===== src/rtl/mult_seq_nxn.sv =====
// ============================================================================
//  Module   : mult_seq_nxn (with its mult4x4 partial-product cell)
//  Purpose  : Sequential NxN multiplier: one 4x4 nibble product per clock,
//             shifted and accumulated into a 2*WIDTH result.
//  Options  : define MULT_SIGNED_EN for two's-complement operands/result.
//  Revision : 1.0  initial release
// ============================================================================
`default_nettype none

module mult4x4 (
    input  logic [3:0] dataa,
    input  logic [3:0] datab,
    output logic [7:0] product
);

    logic [7:0] w_row [4];

    for (genvar k = 0; k < 4; k++) begin : g_row
        assign w_row[k] = datab[k] ? (8'(dataa) << k) : 8'd0;
    end

    assign product = w_row[0] + w_row[1] + w_row[2] + w_row[3];

endmodule

module mult_seq_nxn #(
    parameter int WIDTH = 8
) (
    input  logic                 clk,
    input  logic                 reset_n,
    input  logic                 start,
    input  logic [WIDTH-1:0]     dataa,
    input  logic [WIDTH-1:0]     datab,
    output logic                 busy,
    output logic                 done,
    output logic [2*WIDTH-1:0]   product
);

    localparam int DIGITS = WIDTH / 4;
    localparam int PW     = 2 * WIDTH;
    localparam int IW     = (DIGITS > 1) ? $clog2(DIGITS) : 1;

    localparam logic [IW-1:0] c_last_idx = IW'(DIGITS - 1);

    localparam logic [1:0] S_IDLE = 2'd0;
    localparam logic [1:0] S_CALC = 2'd1;
    localparam logic [1:0] S_DONE = 2'd2;

    if ((WIDTH % 4) != 0 || WIDTH < 4) begin : g_bad_width
        $error("mult_seq_nxn: WIDTH must be a multiple of 4 and >= 4");
    end

    logic [1:0]       r_state;
    logic [1:0]       w_state_nxt;
    logic [WIDTH-1:0] r_a;
    logic [WIDTH-1:0] r_b;
    logic [IW-1:0]    r_i;
    logic [IW-1:0]    r_j;
    logic [PW-1:0]    r_acc;
    logic [PW-1:0]    r_product;

    logic             w_accept;
    logic             w_last;
    logic [WIDTH-1:0] w_a_shift;
    logic [WIDTH-1:0] w_b_shift;
    logic [7:0]       w_pp;
    logic [IW:0]      w_ij;
    logic [IW+2:0]    w_shamt;
    logic [PW-1:0]    w_term;
    logic [PW-1:0]    w_sum;
    logic [PW-1:0]    w_final;
    logic [WIDTH-1:0] w_mag_a;
    logic [WIDTH-1:0] w_mag_b;

    assign w_accept = (r_state == S_IDLE) && start;
    assign w_last   = (r_i == c_last_idx) && (r_j == c_last_idx);

    // Select the current nibble pair by shifting it down to bit 0.
    assign w_a_shift = r_a >> {r_i, 2'b00};
    assign w_b_shift = r_b >> {r_j, 2'b00};

    mult4x4 u_mult4x4 (
        .dataa   (w_a_shift[3:0]),
        .datab   (w_b_shift[3:0]),
        .product (w_pp)
    );

    assign w_ij    = {1'b0, r_i} + {1'b0, r_j};
    assign w_shamt = {w_ij, 2'b00};
    assign w_term  = PW'(w_pp) << w_shamt;
    assign w_sum   = r_acc + w_term;

`ifdef MULT_SIGNED_EN
    logic r_sign;

    // Negating the most-negative value yields 2^(W-1), which is exactly the
    // required unsigned magnitude, so no special case is needed.
    assign w_mag_a = dataa[WIDTH-1] ? (~dataa + 1'b1) : dataa;
    assign w_mag_b = datab[WIDTH-1] ? (~datab + 1'b1) : datab;
    assign w_final = r_sign ? (~w_sum + 1'b1) : w_sum;

    always_ff @(posedge clk or negedge reset_n) begin
        if (!reset_n) begin
            r_sign <= 1'b0;
        end else if (w_accept) begin
            r_sign <= dataa[WIDTH-1] ^ datab[WIDTH-1];
        end
    end
`else
    assign w_mag_a = dataa;
    assign w_mag_b = datab;
    assign w_final = w_sum;
`endif

    // ------------------------------------------------------------------
    // Control FSM
    // ------------------------------------------------------------------
    always_ff @(posedge clk or negedge reset_n) begin
        if (!reset_n) begin
            r_state <= S_IDLE;
        end else begin
            r_state <= w_state_nxt;
        end
    end

    always_comb begin
        w_state_nxt = r_state;
        case (r_state)
            S_IDLE:  if (start)  w_state_nxt = S_CALC;
            S_CALC:  if (w_last) w_state_nxt = S_DONE;
            S_DONE:  w_state_nxt = S_IDLE;
            default: w_state_nxt = S_IDLE;
        endcase
    end

    always_comb begin
        busy = 1'b0;
        done = 1'b0;
        case (r_state)
            S_CALC:  busy = 1'b1;
            S_DONE:  begin busy = 1'b1; done = 1'b1; end
            default: begin busy = 1'b0; done = 1'b0; end
        endcase
    end

    // ------------------------------------------------------------------
    // Datapath: operand latches, nibble indices, accumulator, result
    // ------------------------------------------------------------------
    always_ff @(posedge clk or negedge reset_n) begin
        if (!reset_n) begin
            r_a       <= '0;
            r_b       <= '0;
            r_i       <= '0;
            r_j       <= '0;
            r_acc     <= '0;
            r_product <= '0;
        end else if (w_accept) begin
            r_a   <= w_mag_a;
            r_b   <= w_mag_b;
            r_i   <= '0;
            r_j   <= '0;
            r_acc <= '0;
        end else if (r_state == S_CALC) begin
            r_acc <= w_sum;
            if (w_last) begin
                // Result only ever sees the completed sum.
                r_product <= w_final;
                r_i       <= '0;
                r_j       <= '0;
            end else if (r_j == c_last_idx) begin
                r_j <= '0;
                r_i <= r_i + 1'b1;
            end else begin
                r_j <= r_j + 1'b1;
            end
        end
    end

    assign product = r_product;

endmodule

`default_nettype wire

===== config.mk =====
export PLATFORM = sky130hd
export DESIGN_NAME = mult_seq_nxn
export DESIGN_NICKNAME = d
export VERILOG_FILES = /design/src/rtl/mult_seq_nxn.sv
export SDC_FILE = /design/constraint.sdc
export NUM_CORES = 1
export LEC_CHECK = 0
export BUFFER_PORTS_ARGS = -buffer_cell sky130_fd_sc_hd__buf_2
export CORE_MARGIN = 5
export CORE_UTILIZATION = 30
export CTS_CLUSTER_DIAMETER = 80
export DETAILED_ROUTE_END_ITERATION = 12
export PLACE_DENSITY_LB_ADDON = 0.15
export SLEW_MARGIN = 20
export SYNTH_ARGS = -nofsm -noshare
export SYNTH_HDL_FRONTEND = slang
export SYNTH_SLANG_ARGS = --single-unit

===== constraint.sdc =====
create_clock -name clk -period 6.5 [get_ports clk]
set_clock_uncertainty 0.15 [all_clocks]
set_input_delay 0 -clock clk [delete_from_list [all_inputs] [get_ports clk]]
set_output_delay 0 -clock clk [all_outputs]
set_load 0.01 [all_outputs]

==> summary.md <==
| Metric | Value |
|---|---|
| CP required | 6.53 ns |
| CTS Buf Count | 5 |
| Post-route DRC | 0 |
| Largest net degree at the start of global routing | 53 |
| Worst hold path class | input port to asynchronous set/reset pin |
| CTS Sinks | 52 |
| Normalized max-slew margin | 53.6% |
| Syn Area/Cell | 8.93 sq um |
| Count of final setup violators | 0 |
| Diode count | 0 |
| Max Fclk | 0.182 GHz |
| Rows | 40 |
| Die width | 121 um |
| Antenna Nets Post-Route | 0 |
| Worst-Skew Late Latency | 0.30 ns |
| CP max stage delay | 0.52 ns |
| CP Capture Type | flip-flop |
| CTS max path bufs | 2 |
| Worst path top cell family by delay | adder cells |
| Gpl congestion | 0.817 |
| Slew @ Worst Pin | 0.696 ns |
| Remaining Overflow, GRT | 0 |
| Wirelength per Cell | 15.0 um |
| Hold Violations, Final | 0 |
| H-tree Lvls | 2 |
| Register area share after synthesis | 35.4% |
| Crit path DAT | 5.51 ns |
| Layer with the highest usage | met2 |
| RSZ-0062 raised after global routing | no |
| CP bufs+invs | 1 |
| Synth area leader | dfrtp_1 |
| Multi-input gate area | 2190 sq um |
| Dominant synthesized flop cell | dfrtp_1 |
| CTS tree | built |
| Vias in the first global route | 3005 |
| Critical path class | flip-flop to flip-flop |
| Async SR Flop Fraction | 100% |
| # Post-CTS Setup Buffers | 0 |
| Worst reg-to-reg path cell count | 18 |
| P_leak | 2.11 nW |
| # fillers | 1240 |
| Number of port buffers | 36 |
| Final instance area | 4280 sq um |
| Syn Nets | 466 |
| Levels on crit path | 18 |
| CP startpoint kind | flip-flop |
| Status | finished, final reports clean |
| Initial antenna violation count | 0 |
| Iter 0 DRT Violations | 154 |
| Met3 Usage GRT | 2.29% |
| Ports | 37 |
| Via-to-Cell Ratio | 4.94 |
| Vias | 2979 |
| YS warnings | 0 |
| Total GRT Usage | 13.1% |
| Share of layout cells above drive strength 1 | 14.5% |
| Maximum vdd drop | 215 uV |
| Die Height | 121 um |
| Crit share post-route | 84.3% |
| Placed inst area | 3930 sq um |
| Max-cap viol count | 0 |
| Core footprint | 12000 sq um |
| Area Overhead vs Synth | 16.5% |
| Yosys reg bits | 52 |
| Reg clk slew, reported paths | 0.07 ns |
| PD cells | 518 nW/um^2 |
| Root buffer cell | clkbuf_16 |
| Final setup TNS | 0 ns |
| Global routing usage on met1 | 18.4% |
| CP max-delay cell | dfrtp_1 |
| Hpwl dp | 6510 um |
| First-pass GRT wire length | 15200 um |
| Synth Instances | 411 |
| Met2 Track Usage GR | 21.3% |
| Starting density of the core | 30.6% |
| Post-synth EDFFs | 0 |
| Worst-path fanout max | 7 |
| Fin crit period | 5.48 ns |
| Layout Nets | 510 |
| Unique masters post-synth | 55 |
| Synth top area share | 35.4% |
| Register cell area after layout | 1300 sq um |
| Cts repair resizes | 0 |
| Die footprint | 14600 sq um |
| Post-Synthesis Cell Area | 3670 sq um |
| Routed WL | 9040 um |
| Slew Limit Fails | 0 |
| Ranking of synthesized cells by area | dfrtp_1 (35%), ha_1 (10%), nand2_1 (7.9%) |
| DRT Pass-1 Iters | 4 |
| CP cell instances | mux2i_1 > nor2_1 > fa_1 > fa_1 > ha_1 > fa_1 > a21oi_1 > inv_1 > a21oi_1 > xnor2_1 > a22o_1 > ha_1 > a21o_1 > a21oi_1 > or3b_1 > o221ai_1 > nor3b_1 > nor3_1 |
per-stage QoR:
stage | std cells | total power [mW] | hold slack, ns | util [%] | setup slack, ns
finish | 603 | 2.22 | 0.218 | 35.6 | 1.02
global route | 603 | 2.44 | 0.286 | 35.6 | 0.588
floorplan | 411 | 1.62 | -0.446 | - | 1.39
global placement | 577 | 1.90 | 0.0324 | 32.7 | 1.24
CTS | 603 | 2.24 | 0.262 | 35.6 | 1.05
detailed placement | 577 | 1.91 | 0.0387 | 32.7 | 1.09
metal layers:
layer,up-vias,wire (um)
met1,1415,4520
met3,5,331
met4,0,57
met2,51,4130
li1,1508,-
met5,-,0
placed cells by master, fill, tap and decap left out, drive strengths merged, types with 5 or more instances in the layout:
| master | n |
|---|---|
| mux2i | 20 |
| fa | 6 |
| dlygate4sd3 | 18 |
| mux2 | 5 |
| inv | 13 |
| nor2b | 5 |
| o21ai | 25 |
| buf | 39 |
| xor2 | 6 |
| a21oi | 22 |
| nor3 | 5 |
| a21o | 8 |
| nand3 | 9 |
| ha | 30 |
| xnor2 | 6 |
| clkbuf | 5 |
| dfrtp | 52 |
| nand2 | 77 |
| nor2 | 46 |
flip-flops by register name (all words and copies together) (netlist names):
name and flops:
product 16, r_i 1, r_b 8, r_acc 16, r_j 1, r_state 2
r_a 8
cell usage after synthesis (5+ instances only):
| master | instances |
|---|---|
| inv_1 | 13 |
| nor2_1 | 46 |
| dfrtp_1 | 52 |
| a21oi_1 | 22 |
| ha_1 | 30 |
| nor3_1 | 5 |
| nand2_1 | 77 |
| o21ai_0 | 15 |
| xor2_1 | 6 |
| a21o_1 | 6 |
| nor2b_1 | 5 |
| o21ai_1 | 9 |
| fa_1 | 6 |
| nand3_1 | 8 |
| mux2i_1 | 20 |
| xnor2_1 | 6 |
| clkbuf_1 | 12 |
| mux2_2 | 5 |
path summary, 6_finish.rpt:
kind / slack (ns) / from / endpoint
setup / recovery: 1.02 / r_i / r_acc[14]
hold / removal: 0.22 / reset_n / product[1]
setup reg to reg: 1.02 / r_i / r_acc[14]
hold reg to reg: 0.32 / product[11] / product[11]
max in group asynchronous: 5.52 / reset_n / r_acc[2]
min in group clk: 0.27 / dataa[1] / r_a[1]
cell type report:
| class | count | share of cell area [%] |
|---|---|---|
| inverters | 13 | 1.14 |
| repair buffers | 57 | 8.95 |
| multi-input cells | 326 | 51.3 |
| well taps | 147 | 4.30 |
| clock inverters | 3 | 0.994 |
| clock buffers | 5 | 2.92 |
| flip-flops and latches | 52 | 30.4 |
worst min-delay path, stage by stage:
cell and delay (ns):
dlygate4sd3_1 0.52, buf_2 0.10, buf_4 0.54
cell families (layout without fill, tap and decap cells):
| group | after synthesis | after routing | synth area share, % |
|---|---|---|---|
| AO/OA/AOI/OAI | 81 | 81 | 14.4 |
| XOR/XNOR | 13 | 13 | 3.51 |
| adder cells (fa/ha/maj) | 36 | 36 | 13.5 |
| buffers and inverters | 33 | 78 | 5.01 |
| flip-flops | 52 | 52 | 35.4 |
| multiplexers | 25 | 25 | 6.98 |
| AND/OR/NAND/NOR | 171 | 171 | 21.2 |
where the power goes:
| group | leakage (nW) | internal, mW | switching, mW |
|---|---|---|---|
| clock | 0.0798 | 0.181 | 0.128 |
| combinational | 1.35 | 0.545 | 0.837 |
| sequential | 0.680 | 0.449 | 0.0746 |
timing repair:
action	4_1_cts	5_1_grt
endpoints found under the hold margin	69	0
endpoints found under the setup margin	0	0
hold buffers	18	0
Power figures use the tool's default switching activity.
